**src/rtl/cpu_pkg.sv**
```systemverilog
// Shared multicycle-CPU definitions: opcodes, funct codes, datapath select
// encodings, ALU operations, control-unit state encodings and the control word.
package cpu_pkg;

    localparam logic [5:0] OP_RTYPE = 6'h00;
    localparam logic [5:0] OP_J     = 6'h02;
    localparam logic [5:0] OP_BEQ   = 6'h04;
    localparam logic [5:0] OP_ADDI  = 6'h08;
    localparam logic [5:0] OP_LUI   = 6'h0F;
    localparam logic [5:0] OP_LW    = 6'h23;
    localparam logic [5:0] OP_SW    = 6'h2B;

    localparam logic [5:0] FN_DIV = 6'h1A;
    localparam logic [5:0] FN_ADD = 6'h20;
    localparam logic [5:0] FN_SUB = 6'h22;
    localparam logic [5:0] FN_AND = 6'h24;
    localparam logic [5:0] FN_OR  = 6'h25;
    localparam logic [5:0] FN_SLT = 6'h2A;

    localparam logic [2:0] ALU_ADD = 3'b000;
    localparam logic [2:0] ALU_SUB = 3'b001;
    localparam logic [2:0] ALU_AND = 3'b010;
    localparam logic [2:0] ALU_OR  = 3'b011;
    localparam logic [2:0] ALU_SLT = 3'b111;

    localparam logic [1:0] SRCA_PC = 2'b00;
    localparam logic [1:0] SRCA_A  = 2'b10;

    localparam logic [1:0] SRCB_B       = 2'b00;
    localparam logic [1:0] SRCB_FOUR    = 2'b01;
    localparam logic [1:0] SRCB_IMM     = 2'b10;
    localparam logic [1:0] SRCB_IMM_SH2 = 2'b11;

    localparam logic [2:0] PCSRC_MDR        = 3'b000;
    localparam logic [2:0] PCSRC_ALU_RESULT = 3'b001;
    localparam logic [2:0] PCSRC_ALU_OUT    = 3'b010;
    localparam logic [2:0] PCSRC_JUMP       = 3'b011;

    localparam logic [2:0] IORD_PC      = 3'b000;
    localparam logic [2:0] IORD_ALU_OUT = 3'b001;
    localparam logic [2:0] IORD_EXC     = 3'b011;

    localparam logic [2:0] REGDST_RT = 3'b000;
    localparam logic [2:0] REGDST_RD = 3'b001;
    localparam logic [2:0] REGDST_SP = 3'b011;

    localparam logic [3:0] MEMTOREG_ALU_OUT = 4'b0000;
    localparam logic [3:0] MEMTOREG_MDR     = 4'b0001;
    localparam logic [3:0] MEMTOREG_LUI     = 4'b0101;
    localparam logic [3:0] MEMTOREG_SP_INIT = 4'b1000;

    localparam logic [1:0] EXC_CAUSE_OPCODE = 2'b00;
    localparam logic [1:0] EXC_CAUSE_OVF    = 2'b01;
    localparam logic [1:0] EXC_CAUSE_DIV0   = 2'b10;

    localparam logic [4:0] S_RESET      = 5'd0;
    localparam logic [4:0] S_FETCH      = 5'd1;
    localparam logic [4:0] S_FETCH_WAIT = 5'd2;
    localparam logic [4:0] S_FETCH_WB   = 5'd3;
    localparam logic [4:0] S_DECODE     = 5'd4;
    localparam logic [4:0] S_R_EXEC     = 5'd5;
    localparam logic [4:0] S_R_WB       = 5'd6;
    localparam logic [4:0] S_ADDI_EXEC  = 5'd7;
    localparam logic [4:0] S_ADDI_WB    = 5'd8;
    localparam logic [4:0] S_MEM_ADDR   = 5'd9;
    localparam logic [4:0] S_LW_READ    = 5'd10;
    localparam logic [4:0] S_LW_WAIT    = 5'd11;
    localparam logic [4:0] S_LW_MDR     = 5'd12;
    localparam logic [4:0] S_LW_WB      = 5'd13;
    localparam logic [4:0] S_SW_WRITE   = 5'd14;
    localparam logic [4:0] S_BEQ        = 5'd15;
    localparam logic [4:0] S_JUMP       = 5'd16;
    localparam logic [4:0] S_LUI        = 5'd17;
    localparam logic [4:0] S_DIV_START  = 5'd18;
    localparam logic [4:0] S_DIV_WAIT   = 5'd19;
    localparam logic [4:0] S_DIV_WB     = 5'd20;
    localparam logic [4:0] S_EXC_OPCODE = 5'd21;
    localparam logic [4:0] S_EXC_OVF    = 5'd22;
    localparam logic [4:0] S_EXC_DIV0   = 5'd23;
    localparam logic [4:0] S_EXC_READ   = 5'd24;
    localparam logic [4:0] S_EXC_WAIT   = 5'd25;
    localparam logic [4:0] S_EXC_MDR    = 5'd26;
    localparam logic [4:0] S_EXC_JUMP   = 5'd27;

    typedef struct packed {
        logic [1:0] aluSrcA;
        logic [1:0] aluSrcB;
        logic [2:0] pcSource;
        logic [2:0] regDst;
        logic [3:0] memToReg;
        logic [2:0] iord;
        logic [2:0] aluOp;
        logic [1:0] excCause;
        logic       pcWrite;
        logic       memWrite;
        logic       irWrite;
        logic       mdrWrite;
        logic       regWrite;
        logic       aluOutWrite;
        logic       epcWrite;
        logic       hiloWrite;
        logic       divStart;
    } ctrlWord_t;

    function automatic logic isAluFunct(input logic [5:0] f);
        return (f == FN_ADD) || (f == FN_SUB) || (f == FN_AND) ||
               (f == FN_OR)  || (f == FN_SLT);
    endfunction

    function automatic logic [2:0] functToAluOp(input logic [5:0] f);
        case (f)
            FN_SUB:  return ALU_SUB;
            FN_AND:  return ALU_AND;
            FN_OR:   return ALU_OR;
            FN_SLT:  return ALU_SLT;
            default: return ALU_ADD;
        endcase
    endfunction

endpackage

```
**src/rtl/control_unit.sv**
```systemverilog
// Moore-style multicycle control FSM: state register, next-state logic and
// control-word decode for fetch, ALU, memory, branch, divide and exceptions.
module control_unit
    import cpu_pkg::*;
(
    input  logic       clk,
    input  logic       reset,
    input  logic [5:0] opcode,
    input  logic [5:0] funct,
    input  logic       zero,
    input  logic       overflow,
    input  logic       div_done,
    input  logic       div_by_zero,
    output logic [1:0] CtrlALUSrcA,
    output logic [1:0] CtrlALUSrcB,
    output logic [2:0] CtrlPCSource,
    output logic [2:0] CtrlRegDst,
    output logic [3:0] CtrlMemtoReg,
    output logic [2:0] CtrlIord,
    output logic       PCWrite,
    output logic       MemWrite,
    output logic       IRWrite,
    output logic       MDRWrite,
    output logic       RegWrite,
    output logic       ALUOutWrite,
    output logic       EPCWrite,
    output logic       HILOWrite,
    output logic       DivStart,
    output logic [2:0] ALUOp,
    output logic [1:0] ExcCause
);

    logic [4:0] stateReg, stateNext;
    logic [1:0] excCauseReg, excCauseNext;
    logic [2:0] rAluOpReg, rAluOpNext;
    logic       ovfCheckReg, ovfCheckNext;
    ctrlWord_t  ctrl;

    always_ff @(posedge clk or negedge reset) begin
        if (!reset) begin
            stateReg    <= S_RESET;
            excCauseReg <= EXC_CAUSE_OPCODE;
            rAluOpReg   <= ALU_ADD;
            ovfCheckReg <= 1'b0;
        end else begin
            stateReg    <= stateNext;
            excCauseReg <= excCauseNext;
            rAluOpReg   <= rAluOpNext;
            ovfCheckReg <= ovfCheckNext;
        end
    end

    // R-type ALU op and overflow sensitivity are captured at decode so that
    // R_EXEC outputs depend on registered values only.
    always_comb begin
        stateNext    = stateReg;
        excCauseNext = excCauseReg;
        rAluOpNext   = rAluOpReg;
        ovfCheckNext = ovfCheckReg;
        case (stateReg)
            S_RESET:      stateNext = S_FETCH;
            S_FETCH:      stateNext = S_FETCH_WAIT;
            S_FETCH_WAIT: stateNext = S_FETCH_WB;
            S_FETCH_WB:   stateNext = S_DECODE;
            S_DECODE: begin
                case (opcode)
                    OP_RTYPE: begin
                        if (funct == FN_DIV) begin
                            stateNext = S_DIV_START;
                        end else if (isAluFunct(funct)) begin
                            stateNext    = S_R_EXEC;
                            rAluOpNext   = functToAluOp(funct);
                            ovfCheckNext = (funct == FN_ADD) || (funct == FN_SUB);
                        end else begin
                            stateNext    = S_EXC_OPCODE;
                            excCauseNext = EXC_CAUSE_OPCODE;
                        end
                    end
                    OP_ADDI:      stateNext = S_ADDI_EXEC;
                    OP_LW, OP_SW: stateNext = S_MEM_ADDR;
                    OP_BEQ:       stateNext = S_BEQ;
                    OP_J:         stateNext = S_JUMP;
                    OP_LUI:       stateNext = S_LUI;
                    default: begin
                        stateNext    = S_EXC_OPCODE;
                        excCauseNext = EXC_CAUSE_OPCODE;
                    end
                endcase
            end
            S_R_EXEC, S_ADDI_EXEC: begin
                if ((ovfCheckReg || stateReg == S_ADDI_EXEC) && overflow) begin
                    stateNext    = S_EXC_OVF;
                    excCauseNext = EXC_CAUSE_OVF;
                end else begin
                    stateNext = (stateReg == S_R_EXEC) ? S_R_WB : S_ADDI_WB;
                end
            end
            S_MEM_ADDR:   stateNext = (opcode == OP_SW) ? S_SW_WRITE : S_LW_READ;
            S_LW_READ:    stateNext = S_LW_WAIT;
            S_LW_WAIT:    stateNext = S_LW_MDR;
            S_LW_MDR:     stateNext = S_LW_WB;
            S_DIV_START:  stateNext = S_DIV_WAIT;
            S_DIV_WAIT: begin
                if (div_done) begin
                    if (div_by_zero) begin
                        stateNext    = S_EXC_DIV0;
                        excCauseNext = EXC_CAUSE_DIV0;
                    end else begin
                        stateNext = S_DIV_WB;
                    end
                end
            end
            S_EXC_OPCODE, S_EXC_OVF, S_EXC_DIV0: stateNext = S_EXC_READ;
            S_EXC_READ:   stateNext = S_EXC_WAIT;
            S_EXC_WAIT:   stateNext = S_EXC_MDR;
            S_EXC_MDR:    stateNext = S_EXC_JUMP;
            S_R_WB, S_ADDI_WB, S_LW_WB, S_SW_WRITE, S_BEQ, S_JUMP, S_LUI,
            S_DIV_WB, S_EXC_JUMP: stateNext = S_FETCH;
            default:      stateNext = S_RESET;
        endcase
    end

    always_comb begin
        ctrl = '0;
        case (stateReg)
            S_RESET: begin
                ctrl.regWrite = 1'b1;
                ctrl.regDst   = REGDST_SP;
                ctrl.memToReg = MEMTOREG_SP_INIT;
            end
            S_FETCH, S_FETCH_WAIT: ctrl.iord = IORD_PC;
            S_FETCH_WB: begin
                ctrl.aluSrcA  = SRCA_PC;
                ctrl.aluSrcB  = SRCB_FOUR;
                ctrl.aluOp    = ALU_ADD;
                ctrl.pcSource = PCSRC_ALU_RESULT;
                ctrl.irWrite  = 1'b1;
                ctrl.pcWrite  = 1'b1;
            end
            S_DECODE: begin
                ctrl.aluSrcA     = SRCA_PC;
                ctrl.aluSrcB     = SRCB_IMM_SH2;
                ctrl.aluOutWrite = 1'b1;
            end
            S_R_EXEC: begin
                ctrl.aluSrcA     = SRCA_A;
                ctrl.aluSrcB     = SRCB_B;
                ctrl.aluOp       = rAluOpReg;
                ctrl.aluOutWrite = 1'b1;
            end
            S_R_WB: begin
                ctrl.regDst   = REGDST_RD;
                ctrl.memToReg = MEMTOREG_ALU_OUT;
                ctrl.regWrite = 1'b1;
            end
            S_ADDI_EXEC, S_MEM_ADDR: begin
                ctrl.aluSrcA     = SRCA_A;
                ctrl.aluSrcB     = SRCB_IMM;
                ctrl.aluOutWrite = 1'b1;
            end
            S_ADDI_WB: begin
                ctrl.regDst   = REGDST_RT;
                ctrl.regWrite = 1'b1;
            end
            // Address is held through the latency cycle so the memory sees a stable address.
            S_LW_READ, S_LW_WAIT: ctrl.iord = IORD_ALU_OUT;
            S_LW_MDR: ctrl.mdrWrite = 1'b1;
            S_LW_WB: begin
                ctrl.memToReg = MEMTOREG_MDR;
                ctrl.regDst   = REGDST_RT;
                ctrl.regWrite = 1'b1;
            end
            S_SW_WRITE: begin
                ctrl.iord     = IORD_ALU_OUT;
                ctrl.memWrite = 1'b1;
            end
            // Taken-branch write is qualified by the compare result of this same cycle.
            S_BEQ: begin
                ctrl.aluSrcA  = SRCA_A;
                ctrl.aluSrcB  = SRCB_B;
                ctrl.aluOp    = ALU_SUB;
                ctrl.pcSource = PCSRC_ALU_OUT;
                ctrl.pcWrite  = zero;
            end
            S_JUMP: begin
                ctrl.pcSource = PCSRC_JUMP;
                ctrl.pcWrite  = 1'b1;
            end
            S_LUI: begin
                ctrl.memToReg = MEMTOREG_LUI;
                ctrl.regDst   = REGDST_RT;
                ctrl.regWrite = 1'b1;
            end
            S_DIV_START: ctrl.divStart  = 1'b1;
            S_DIV_WB:    ctrl.hiloWrite = 1'b1;
            S_EXC_OPCODE, S_EXC_OVF, S_EXC_DIV0: begin
                ctrl.aluSrcA  = SRCA_PC;
                ctrl.aluSrcB  = SRCB_FOUR;
                ctrl.aluOp    = ALU_SUB;
                ctrl.epcWrite = 1'b1;
                ctrl.excCause = excCauseReg;
            end
            S_EXC_READ, S_EXC_WAIT: begin
                ctrl.iord     = IORD_EXC;
                ctrl.excCause = excCauseReg;
            end
            S_EXC_MDR: begin
                ctrl.mdrWrite = 1'b1;
                ctrl.excCause = excCauseReg;
            end
            S_EXC_JUMP: begin
                ctrl.pcSource = PCSRC_MDR;
                ctrl.pcWrite  = 1'b1;
                ctrl.excCause = excCauseReg;
            end
            default: ;
        endcase
        // RESET state decodes the R29 init write, which must stay quiet while reset is held.
        if (!reset) begin
            ctrl = '0;
        end
    end

    assign CtrlALUSrcA  = ctrl.aluSrcA;
    assign CtrlALUSrcB  = ctrl.aluSrcB;
    assign CtrlPCSource = ctrl.pcSource;
    assign CtrlRegDst   = ctrl.regDst;
    assign CtrlMemtoReg = ctrl.memToReg;
    assign CtrlIord     = ctrl.iord;
    assign ALUOp        = ctrl.aluOp;
    assign ExcCause     = ctrl.excCause;
    assign PCWrite      = ctrl.pcWrite;
    assign MemWrite     = ctrl.memWrite;
    assign IRWrite      = ctrl.irWrite;
    assign MDRWrite     = ctrl.mdrWrite;
    assign RegWrite     = ctrl.regWrite;
    assign ALUOutWrite  = ctrl.aluOutWrite;
    assign EPCWrite     = ctrl.epcWrite;
    assign HILOWrite    = ctrl.hiloWrite;
    assign DivStart     = ctrl.divStart;

endmodule

```
**config.mk**
```make
export PLATFORM = sky130hd
export DESIGN_NAME = control_unit
export DESIGN_NICKNAME = d
export VERILOG_FILES = /design/src/rtl/cpu_pkg.sv /design/src/rtl/control_unit.sv
export SDC_FILE = /design/constraint.sdc
export NUM_CORES = 1
export LEC_CHECK = 0
export CAP_MARGIN = 20
export CORE_UTILIZATION = 53
export CTS_BUF_LIST = sky130_fd_sc_hd__clkbuf_2 sky130_fd_sc_hd__clkbuf_4 sky130_fd_sc_hd__clkbuf_8
export DETAILED_ROUTE_END_ITERATION = 8
export PLACE_DENSITY = 0.88
export REMOVE_ABC_BUFFERS = 1
export SETUP_SLACK_MARGIN = 0.4
export SYNTH_ARGS = -nofsm -noshare
export SYNTH_HDL_FRONTEND = slang
export SYNTH_SLANG_ARGS = --single-unit
```
**constraint.sdc**
```tcl
create_clock -name clk -period 3.3 [get_ports clk]
set_input_delay 0.33 -clock clk [delete_from_list [all_inputs] [get_ports clk]]
set_output_delay 0.33 -clock clk [all_outputs]
set_load 0.02 [all_outputs]
```
==> flow_metrics.py, run 1 <==
metrics = {
    "outcome": {
        "status": "finished, violations left",
        "violations": "design-rule violations",
    },
    "power_and_ir_drop": {
        "worst_ir_drop_vdd_uv": 324,
        "power_per_cell_area_nw_per_um2": 652,
        "static_leakage_power_nw": 0.761,
        "post-layout-total-power_mw": 1.34,
    },
    "critical_path": {
        "worst_path_required_time_ps": 2970,
        "critPathMaxFanout": 20,
        "critPathLaunch": "stateReg[4]",
        "critical_path.reg2reg.startpoint": "stateReg[1]",
        "worst_setup_path_end_kind": "primary output",
        "worst-setup-path-type": "reg -> out",
        "worst_ep_arrival_time_ps": 2460,
        "setup.worst_path.start_class": "flip-flop",
    },
    "placed_design": {
        "numPortBuffers": 43,
        "place_congestion": 0.910,
        "place.detailed.instances": 293,
        "place_hpwl_mm": 3.29,
    },
    "clocking": {
        "tritoncts": "built",
        "clkLatencyLatePin_ps": 260,
        "clock_transition_at_the_registers_of_the_reported_paths_ps": 70,
        "tritoncts.num_buffers": 3,
        "max-clock-path-buffers": 2,
        "clkSinkCount": 11,
        "cts.root.buffer_cell": "clkbuf_4",
        "cts-htree-levels": 1,
        "cts.repair_timing.setup_buffer_count": 0,
    },
    "synthesis": {
        "asyncSetResetFlopFracSynth": 1.00,
        "number_of_synthesized_flops_with_an_enable_pin": 0,
        "synth.cell_area_um2": 1620,
        "syn_inst": 233,
        "synth_top_cells_by_area": "dfrtp_1, nor2_1, nand2_1, nor3_1, nand2b_1",
        "synth_ff_type": "dfrtp_1",
        "syn_avg_cell_area_um2": 6.94,
        "netlist-cell-type-count": 59,
        "yosysSeqAreaShare": 0.170,
        "yosys_register_bits": 11,
        "post-synth-top-area-cell": "dfrtp_1",
        "yosys_warnings": 0,
        "synth.top_cell.area_share": 0.170,
    },
    "finish": {
        "final_standard_cell_utilization_of_the_core": 0.726,
        "fillerInstances": 240,
        "area_delta_synth_final_pct": 27.0,
        "design.final.nets": 285,
        "antennaDiodeCount": 0,
        "instances_no_fill": 297,
        "proportion_of_layout_cells_with_a_drive_suffix_above_1": 0.105,
    },
    "floorplanning": {
        "initial_utilization": 0.572,
        "die_w_um": 57.3,
        "num_rows": 19,
        "dieArea_um2": 3280,
        "core_region_area_um2": 2830,
        "ioPinCount": 49,
        "die_y_um": 57.3,
    },
    "flow_run": {
        "maxCapViolations": 0,
    },
    "timing": {
        "rsz0062_at_grt": "no",
        "final.setup_skew_ps": 2.26,
        "layout_min_cycle_time_ps": 2790,
        "ratio_of_final_minimum_period_to_clock_period": 0.844,
        "max_freq_ghz": 0.359,
        "transition_time_of_the_tightest_slew_check_pin_ps": 707,
        "setup_viol": 0,
        "maxSlewViolCount": 0,
        "slew_headroom": 0.529,
        "count_of_final_hold_check_violations": 0,
        "fin_setup_tns_ps": 0,
    },
    "grt": {
        "grt_first_pass_wirelength_mm": 7.41,
        "globalRoute.totalOverflow": 0,
        "maximum_number_of_pins_on_one_net_before_global_route_repair": 25,
        "grt_antenna_before_repair": 0,
        "vias_in_the_first_global_route": 1600,
        "global_route.usage.total": 0.279,
    },
    "detailed_routing": {
        "dr_total_vias": 1859,
        "drc": 2,
        "ant_nets": 0,
        "drt_pass1_iterations": 6,
        "drt_iter0_markers": 198,
        "post_drt_wl_per_cell_um": 14.6,
        "detail_route.wirelength_mm": 4.33,
        "drt-vias-per-instance": 6.26,
    },
    "worst_hold_path": {
        "holdCritPathClass": "in -> async",
    },
}
[layout by cell type (no fill, tap or decap), drive strengths merged, types with 3 or more instances in the layout]
cell and instances:
dfrtp 11, or2 3, clkdlybuf4s50 43, buf 7, clkbuf 4, o22ai 5, conb 5, nor4 7
and3b 3, nor2 25, and3 3, nand3 5, nand2b 10, nor3 14, and2 7, mux2 4
nand4 3, a21oi 13, xnor2 3, nand2 23, a211oi 6, o211ai 7, o21ai 10, inv 5
nor2b 5, a31oi 6
[metal layers]
metal | vias to the layer above | GRT usage | routed length, µm
met2 | 80 | 0.420 | 2000
met1 | 855 | 0.428 | 2000
li1 | 917 | - | -
met5 | - | 0 | 0
met3 | 7 | 0.0272 | 292
met4 | 0 | 0.0697 | 37
[critical path, cell delays in order (launching register included)]
cell and delay (ps):
dfrtp_1 640, buf_4 320, nand2b_1 210, o32ai_1 280
and2_1 150, clkdlybuf4s50_1 590
[area by class of cell]
class                      count  area [µm²]  area share
inverter                       5        18.8     0.00914
clock buffer                   4        30.0      0.0146
sequential                    11         279       0.136
multi-input combinational    196        1200       0.586
timing repair buffer          50         483       0.235
tap                           31        38.8      0.0189
[cells in the mapped netlist (2+ instances only)]
cell,number
clkbuf_1,2
inv_1,5
buf_2,12
nand2_1,22
nand3_1,5
nor3_1,14
mux2_2,3
xnor2_1,3
buf_4,6
o22ai_1,5
o211ai_1,7
or2_2,2
nor2b_1,5
nand4_1,3
nand2b_1,10
a21oi_1,12
and3_1,3
dfrtp_1,11
xor2_1,2
a31oi_1,6
o21ai_0,10
and4b_1,2
nor4_1,7
buf_1,3
o2111ai_1,2
nor2_1,25
and3b_1,3
a21o_1,2
a211oi_1,5
and2_1,7
[worst paths after layout]
kind                                end  slack [ps]  cells past startpoint
min in group clk           rAluOpReg[1]         500                      1
max                            RegWrite         510                      5
max in group asynchronous   stateReg[3]        2750                      2
max reg2reg                rAluOpReg[2]        1020                      5
min reg2reg                rAluOpReg[1]         500                      1
min                         stateReg[2]         400                      2
[sequential cells by signal, indices dropped and copies added (netlist names)]
register     flops
ovfCheckReg      1
stateReg         5
excCauseReg      2
rAluOpReg        3
[per-stage QoR]
| step | cell area [µm²] | worst slack [ps] | hold slack (ps) |
|---|---|---|---|
| after floorplan | 1490 | 624 | 34.4 |
| after global placement | 2010 | 668 | 483 |
| after detailed placement | 2010 | 660 | 493 |
| after CTS | 2050 | 476 | 394 |
| after global routing | 2050 | 407 | 404 |
| final | 2050 | 514 | 397 |
[where the power goes]
group | internal, mW | leakage [nW] | switching [mW]
Clock | 0.0549 | 0.0184 | 0.0431
Combinational | 0.405 | 0.600 | 0.514
Sequential | 0.171 | 0.143 | 0.152
Total | 0.631 | 0.761 | 0.709
[cell families (layout without fill, tap and decap cells)]
family / Yosys count / count (layout) / share of synthesized area
and+or+nand+nor: 119 / 119 / 0.405
buffers and inverters: 30 / 59 / 0.0982
DFF: 11 / 11 / 0.170
AOI/OAI and AO/OA: 62 / 62 / 0.261
muxes: 5 / 5 / 0.0363
other: 1 / 5 / 0.00232
xor gates and xnor gates: 5 / 5 / 0.0271
[repair_timing]
action | CTS | global route
resized for setup | 1 | 4
hold buffers | 0 | 0
endpoints found under the setup margin | 4 | 10
(Power assumes the default switching activity.)
==> run 2: changes to the inputs <==
--- a/config.mk
+++ b/config.mk
@@ -6,10 +6,10 @@
 export NUM_CORES = 1
 export LEC_CHECK = 0
 export CAP_MARGIN = 20
-export CORE_UTILIZATION = 53
+export CORE_UTILIZATION = 49
 export CTS_BUF_LIST = sky130_fd_sc_hd__clkbuf_2 sky130_fd_sc_hd__clkbuf_4 sky130_fd_sc_hd__clkbuf_8
 export DETAILED_ROUTE_END_ITERATION = 8
-export PLACE_DENSITY = 0.88
+export PLACE_DENSITY = 0.82
 export REMOVE_ABC_BUFFERS = 1
 export SETUP_SLACK_MARGIN = 0.4
 export SYNTH_ARGS = -nofsm -noshare
==> constraint.sdc (replaced) <==
create_clock -name clk -period 2.6 [get_ports clk]
set_input_delay 0.26 -clock clk [delete_from_list [all_inputs] [get_ports clk]]
set_output_delay 0.26 -clock clk [all_outputs]
set_load 0.02 [all_outputs]
==> run 2 against run 1 <==
The run now ends clean. Count of clock-buffer cells in the layout unchanged. Hold slack lost 30 ps. Design area up 8.8%. Wire length grew 13%. First-iteration DRC count is 15% higher. Clock power up 21%. Die area increased by 7.9%. Largest power group unchanged. Via count increased by 8.6%. Non-clock buffer count is 22 higher. Worst setup slack got worse by 96 ps. Combinational power up 67%.
==> flow_metrics.py, run 2 (synthesis gave the netlist of run 1 again) <==
metrics = {
    "outcome": {
        "status": "complete, no violations",
    },
    "placed_design": {
        "place_congestion": 0.908,
        "place_hpwl_mm": 3.57,
        "place.detailed.instances": 316,
        "numPortBuffers": 43,
    },
    "finish": {
        "final_standard_cell_utilization_of_the_core": 0.720,
        "layout.cells.most_common": "buf_4",
        "antennaDiodeCount": 0,
        "seqCellArea_um2": 282,
        "instances_no_fill": 332,
        "most-common-layout-cells": "buf_4, nor2_1, nand2_1",
        "max_flop_register": "stateReg",
        "multiInputGateArea_um2": 1230,
        "largest_register_ff_count": 5,
        "design.final.nets": 307,
        "area_delta_synth_final_pct": 38.1,
        "fillerInstances": 285,
        "layout_top_registers": "stateReg x5, rAluOpReg x3, excCauseReg x2",
        "proportion_of_layout_cells_with_a_drive_suffix_above_1": 0.219,
    },
    "grt": {
        "globalRoute.totalOverflow": 0,
        "global_route.usage.total": 0.287,
        "grt_first_pass_wirelength_mm": 7.80,
        "met2_routing_resource_usage_after_global_routing": 0.461,
        "maximum_number_of_pins_on_one_net_before_global_route_repair": 22,
        "grt_antenna_before_repair": 0,
        "grtUsageMet3": 0.0349,
        "grt_util_met1": 0.407,
        "vias_in_the_first_global_route": 1689,
        "top_usage_layer": "met2",
    },
    "clocking": {
        "tritoncts": "built",
        "clock_transition_at_the_registers_of_the_reported_paths_ps": 60,
        "cts.root.buffer_cell": "clkbuf_4",
        "cts-htree-levels": 1,
        "max-clock-path-buffers": 2,
        "clkLatencyLatePin_ps": 260,
        "clkSinkCount": 11,
        "cts_hold_buf": 0,
        "tritoncts.num_buffers": 3,
    },
    "timing": {
        "final.setup_skew_ps": 4.39,
        "rsz0062_at_grt": "yes",
        "maxSlewViolCount": 0,
        "slew_headroom": 0.629,
        "setup_viol": 0,
        "max_freq_ghz": 0.458,
        "count_of_final_hold_check_violations": 0,
        "transition_time_of_the_tightest_slew_check_pin_ps": 556,
        "ratio_of_final_minimum_period_to_clock_period": 0.839,
        "layout_min_cycle_time_ps": 2180,
    },
    "critical_path": {
        "worst_ep_arrival_time_ps": 1920,
        "worst_setup_path_end_kind": "primary output",
        "crit_buf_inv": 2,
        "critPathSlowestCell": "dfrtp_2",
        "worst-r2r-cell-count": 6,
        "critical_path.cell_chain": "buf_4 -> or2_2 -> o22ai_1 -> a21oi_1 -> o22ai_1 -> and2_1 -> clkbuf_2",
        "worst_path_required_time_ps": 2340,
        "slowest_delay_ps": 460,
        "critPathMaxFanout": 7,
        "timing.rr.end": "stateReg[1]",
        "critical_path.reg2reg.startpoint": "stateReg[2]",
        "worst-setup-path-type": "reg -> out",
        "r2r_setup_slack_ps": 500,
        "critical_path.top_delay_family": "simple AND/OR/NAND/NOR gates",
        "setup.worst_path.start_class": "flip-flop",
        "critPathMostFrequentCell": "o22ai_1",
    },
    "floorplanning": {
        "initial_utilization": 0.521,
        "die_w_um": 59.5,
        "dieArea_um2": 3540,
        "die_y_um": 59.5,
        "num_rows": 20,
        "core_region_area_um2": 3100,
        "ioPinCount": 49,
    },
    "worst_hold_path": {
        "holdCritPathClass": "in -> async",
    },
    "detailed_routing": {
        "drt_pass1_iterations": 4,
        "drt_iter0_markers": 227,
        "detail_route.wirelength_mm": 4.90,
        "dr_total_vias": 2018,
        "drc": 0,
        "drt-vias-per-instance": 6.08,
        "ant_nets": 0,
        "post_drt_wl_per_cell_um": 14.8,
    },
    "flow_run": {
        "maxCapViolations": 0,
    },
    "power_and_ir_drop": {
        "static_leakage_power_nw": 0.998,
        "worst_ir_drop_vdd_uv": 435,
        "power_per_cell_area_nw_per_um2": 873,
        "post-layout-total-power_mw": 1.95,
    },
}
==> run 2: metrics by stage <==
stage	instance area, µm²	TNS (ps)	setup slack [ps]	hold slack, ps
finish	2230	0	418	366
global route	2230	0	316	356
CTS	2200	0	268	361
detailed placement	2120	0	220	487
global placement	2120	0	278	482
floorplan	1490	-11.0	-5.50	-35.6
==> run 2: worst max-delay path by stage <==
stage | startpoint | to | slack (ps) | depth (start not counted)
after CTS | stateReg[3] | ALUOp[1] | 270 | 5
after detailed placement | reset | ALUOp[2] | 220 | 5
after global placement | reset | ALUOp[2] | 280 | 5
after global routing | stateReg[0] | PCWrite | 320 | 7
final | stateReg[0] | PCWrite | 420 | 7
after floorplan | stateReg[1] | CtrlMemtoReg[3] | -6 | 2
==> run 2: final cells by class <==
cell class / instances / share of cell area
clock buffer: 4 / 0.0134
tap: 44 / 0.0246
timing repair buffer: 72 / 0.279
multi-input combinational: 196 / 0.549
inverter: 5 / 0.00840
sequential: 11 / 0.126
==> run 2: per-layer routing <==
layer	up-vias	part of all wire
met2	92	0.48
met5	-	0
met3	6	0.058
met4	0	0.012
li1	958	-
met1	962	0.45
==> run 2: timing repair <==
item,CTS,global route
pin swaps,0,2
buffers inserted,8,4
setup endpoints to repair,26,16
resized for setup,33,18
==> run 2: worst register-to-register path: cells and delay by family (launching register included) <==
kind,cells,cell delay (ps)
simple gates,3,980
flops,1,460
buf+inv,2,320
compound gates,1,200
==> run 2: where the power goes <==
group / total (mW) / switching, mW / leakage, nW / internal, mW
Sequential: 0.304 / 0.0815 / 0.140 / 0.223
Combinational: 1.53 / 0.862 / 0.839 / 0.665
Clock: 0.119 / 0.0491 / 0.0184 / 0.0696
==> run 3: changes to the inputs <==
==> constraint.sdc (replaced) <==
create_clock -name clk -period 2.1 [get_ports clk]
set_input_delay 0.21 -clock clk [delete_from_list [all_inputs] [get_ports clk]]
set_output_delay 0.21 -clock clk [all_outputs]
set_load 0.02 [all_outputs]
==> run 3 against run 2 <==
The run now fails in global routing (5_1_grt). Synthesized area unchanged. Synthesized cell count unchanged.
==> flow_metrics.py, run 3 <==
metrics = {
    "outcome": {
        "status": "stopped before the end",
        "last-stage-reached": "global routing (5_1_grt)",
        "tool.error": "[ERROR DPL-0038] Utilization greater than 100%, impossible to legalize",
    },
    "placed_design": {
        "place_congestion": 0.930,
        "place_hpwl_mm": 4.23,
        "detailedPlace.worstSlack_ps": -50.4,
        "numPortBuffers": 43,
    },
    "synthesis": {
        "synth.top_cell.area_share": 0.170,
        "asyncSetResetFlopFracSynth": 1.00,
        "dominant_combinational_cell_family_by_area_after_synthesis": "simple AND/OR/NAND/NOR gates",
        "synth_compound_area_frac": 0.261,
        "yosysSeqAreaShare": 0.170,
        "post_synth_mux_area_share": 0.0363,
        "synth_top_cells_by_area": "dfrtp_1, nor2_1, nand2_1, nor3_1, nand2b_1",
        "syn_inst": 233,
        "number_of_synthesized_flops_with_an_enable_pin": 0,
        "xor_and_xnor_fraction_of_the_mapped_netlist_area": 0.0271,
        "netlist-cell-type-count": 59,
        "synthMostInstantiatedCell": "nor2_1",
        "syn_avg_cell_area_um2": 6.94,
        "yosys.area_share.adder": 0,
        "synth_simple_gate_area_frac": 0.405,
        "yosys_warnings": 0,
        "synth.cell_area_um2": 1620,
        "post-synth-top-area-cell": "dfrtp_1",
        "synth.cells.most_frequent": "nor2_1, nand2_1, nor3_1",
        "yosys_register_bits": 11,
        "synth_ff_type": "dfrtp_1",
    },
    "timing": {
        "worst_endpoint_kind": "sequential cell input",
        "postGrtWorstEndpoint": "excCauseReg[1]$_DFFE_PN0P_/D",
    },
    "clocking": {
        "tritoncts.num_buffers": 3,
        "cts.root.buffer_cell": "clkbuf_4",
        "cts_hold_buf": 0,
        "clkSinkCount": 11,
        "max-clock-path-buffers": 2,
        "cts-htree-levels": 1,
    },
    "floorplanning": {
        "initial_utilization": 0.521,
        "ioPinCount": 49,
        "num_rows": 20,
        "die_w_um": 59.5,
        "die_y_um": 59.5,
    },
    "grt": {
        "maximum_number_of_pins_on_one_net_before_global_route_repair": 19,
    },
}
## run 3: logic make-up after synthesis
| group | Yosys count |
|---|---|
| buf+inv | 30 |
| compound gates | 62 |
| xor+xnor | 5 |
| other cells | 1 |
| mux | 5 |
| flops | 11 |
| simple gates | 119 |
## run 3: repair_timing
action / in CTS
gates cloned: 2
buffers inserted: 26
hold endpoints to repair: 0
resized for setup: 183
setup endpoints to repair: 35
pin swaps: 22
## run 3: stage by stage
| stage | hold WS, ps | instances | utilization | instance area (µm²) |
|---|---|---|---|---|
| 3_5_place_dp | 490 | 346 | 0.755 | 2340 |
| 4_1_cts | 464 | 378 | 0.906 | 2810 |
| 2_1_floorplan | -85.6 | 212 | - | 1490 |
| 3_3_place_gp | 484 | 346 | 0.755 | 2340 |
==> run 4: changes to the inputs <==
==> config.mk (replaced) <==
export PLATFORM = sky130hd
export DESIGN_NAME = control_unit
export DESIGN_NICKNAME = d
export VERILOG_FILES = /design/src/rtl/cpu_pkg.sv /design/src/rtl/control_unit.sv
export SDC_FILE = /design/constraint.sdc
export NUM_CORES = 1
export LEC_CHECK = 0
export CAP_MARGIN = 20
export CORE_UTILIZATION = 40
export DETAILED_ROUTE_END_ITERATION = 8
export PLACE_DENSITY_LB_ADDON = 0.15
export REMOVE_ABC_BUFFERS = 1
export SYNTH_ARGS = -nofsm -noshare
export SYNTH_HDL_FRONTEND = slang
export SYNTH_SLANG_ARGS = --single-unit
==> run 4 against run 3 <==
The run now ends clean.
==> flow_metrics.py, run 4 (synthesis gave the netlist of run 1 again) <==
metrics = {
    "outcome": {
        "status": "complete, no violations",
    },
    "timing": {
        "fin_hold_ws_ps": 491,
        "slew_headroom": 0.669,
        "maxSlewViolCount": 0,
        "fin_setup_tns_ps": 0,
        "rsz0062_at_grt": "no",
        "ratio_of_final_minimum_period_to_clock_period": 0.965,
        "count_of_final_hold_check_violations": 0,
        "transition_time_of_the_tightest_slew_check_pin_ps": 493,
        "max_freq_ghz": 0.494,
        "setup_viol": 0,
        "final.setup_skew_ps": 0.908,
        "layout_min_cycle_time_ps": 2030,
    },
    "floorplanning": {
        "num_rows": 22,
        "initial_utilization": 0.429,
        "core_region_area_um2": 3770,
        "ioPinCount": 49,
        "die_w_um": 65.6,
        "die_y_um": 65.6,
        "dieArea_um2": 4300,
    },
    "clocking": {
        "clkSinkCount": 11,
        "tritoncts": "built",
        "cts.repair_timing.setup_buffer_count": 0,
        "cts.root.buffer_cell": "clkbuf_8",
        "max-clock-path-buffers": 2,
        "cts_hold_buf": 0,
        "tritoncts.num_buffers": 3,
        "clock_transition_at_the_registers_of_the_reported_paths_ps": 50,
        "clkLatencyLatePin_ps": 230,
        "cts-htree-levels": 1,
    },
    "finish": {
        "antennaDiodeCount": 0,
        "most-common-layout-cells": "buf_4, nor2_1, nand2_1",
        "layout.cells.most_common": "buf_4",
        "max_flop_register": "stateReg",
        "layout_top_registers": "stateReg x5, rAluOpReg x3, excCauseReg x2",
        "area_delta_synth_final_pct": 49.9,
        "final_design_area_no_fill_um2": 2420,
        "instances_no_fill": 360,
        "fillerInstances": 350,
        "proportion_of_layout_cells_with_a_drive_suffix_above_1": 0.237,
        "design.final.nets": 331,
        "largest_register_ff_count": 5,
    },
    "critical_path": {
        "worst_path_required_time_ps": 1890,
        "r2r_setup_slack_ps": 130,
        "worst_ep_arrival_time_ps": 1820,
        "worst-setup-path-type": "reg -> out",
        "critPathMaxFanout": 7,
        "setup.worst_path.start_class": "flip-flop",
        "worst_setup_path_end_kind": "primary output",
    },
    "grt": {
        "met2_routing_resource_usage_after_global_routing": 0.394,
        "grt_antenna_before_repair": 0,
        "grt_first_pass_wirelength_mm": 8.34,
        "globalRoute.totalOverflow": 0,
        "maximum_number_of_pins_on_one_net_before_global_route_repair": 19,
        "grtUsageMet3": 0.0174,
        "vias_in_the_first_global_route": 1833,
        "top_usage_layer": "met2",
        "global_route.usage.total": 0.248,
        "grt_util_met1": 0.349,
    },
    "flow_run": {
        "maxCapViolations": 0,
    },
    "detailed_routing": {
        "dr_total_vias": 1997,
        "drt_iter0_markers": 130,
        "drt-vias-per-instance": 5.55,
        "post_drt_wl_per_cell_um": 13.7,
        "drc": 0,
        "detail_route.wirelength_mm": 4.94,
        "drt_pass1_iterations": 4,
        "ant_nets": 0,
    },
    "placed_design": {
        "place_hpwl_mm": 4.02,
        "place.detailed.instances": 356,
        "place_congestion": 0.855,
        "numPortBuffers": 43,
        "post_dp_cell_area_um2": 2380,
    },
    "power_and_ir_drop": {
        "worst_ir_drop_vdd_uv": 497,
        "static_leakage_power_nw": 1.12,
        "post-layout-total-power_mw": 2.59,
        "power_per_cell_area_nw_per_um2": 1070,
    },
    "worst_hold_path": {
        "holdCritPathClass": "in -> async",
    },
}
-- run 4: worst paths after layout --
check	end	cells past startpoint	start
max reg2reg	stateReg[1]	5	stateReg[2]
min in group clk	excCauseReg[1]	1	excCauseReg[1]
max	PCWrite	6	stateReg[0]
min	stateReg[2]	3	reset
max in group asynchronous	stateReg[0]	3	reset
min reg2reg	excCauseReg[1]	1	excCauseReg[1]
-- run 4: report_power, final --
group          internal (mW)  total, mW  switching [mW]
clock                  0.133      0.207          0.0746
combinational          0.940       2.05            1.11
sequential             0.270      0.330          0.0598
-- run 4: area by class of cell --
cell class | count | area (µm²) | share of cell area
Clock buffer | 4 | 45.0 | 0.0186
Inverter | 5 | 18.8 | 0.00774
Multi-Input combinational cell | 196 | 1220 | 0.503
Sequential cell | 11 | 277 | 0.114
Tap cell | 48 | 60.1 | 0.0248
Timing Repair Buffer | 96 | 806 | 0.332
-- run 4: layer usage --
layer	share of wire	up-vias
li1	-	1009
met1	0.46	912
met2	0.46	66
met3	0.054	10
met4	0.019	0
met5	0	-
-- run 4: timing repair --
action	4_1_cts	5_1_grt
hold endpoints to repair	0	0
endpoints found under the setup margin	25	13
resized for setup	28	11
-- run 4: worst max-delay path, stage by stage (launching register included) --
cell and delay (ps):
dfrtp_2 440, or2_2 310, o22ai_1 150, a21oi_1 90
o22ai_1 140, and2_1 130, dlygate4sd2_1 320
-- run 4: metrics by stage --
stage	utilization	worst slack, ps
after global routing	0.643	0.864
after global placement	0.631	-91.9
final	0.643	74.2
after CTS	0.639	42.5
after detailed placement	0.631	-56.7
after floorplan	-	-456
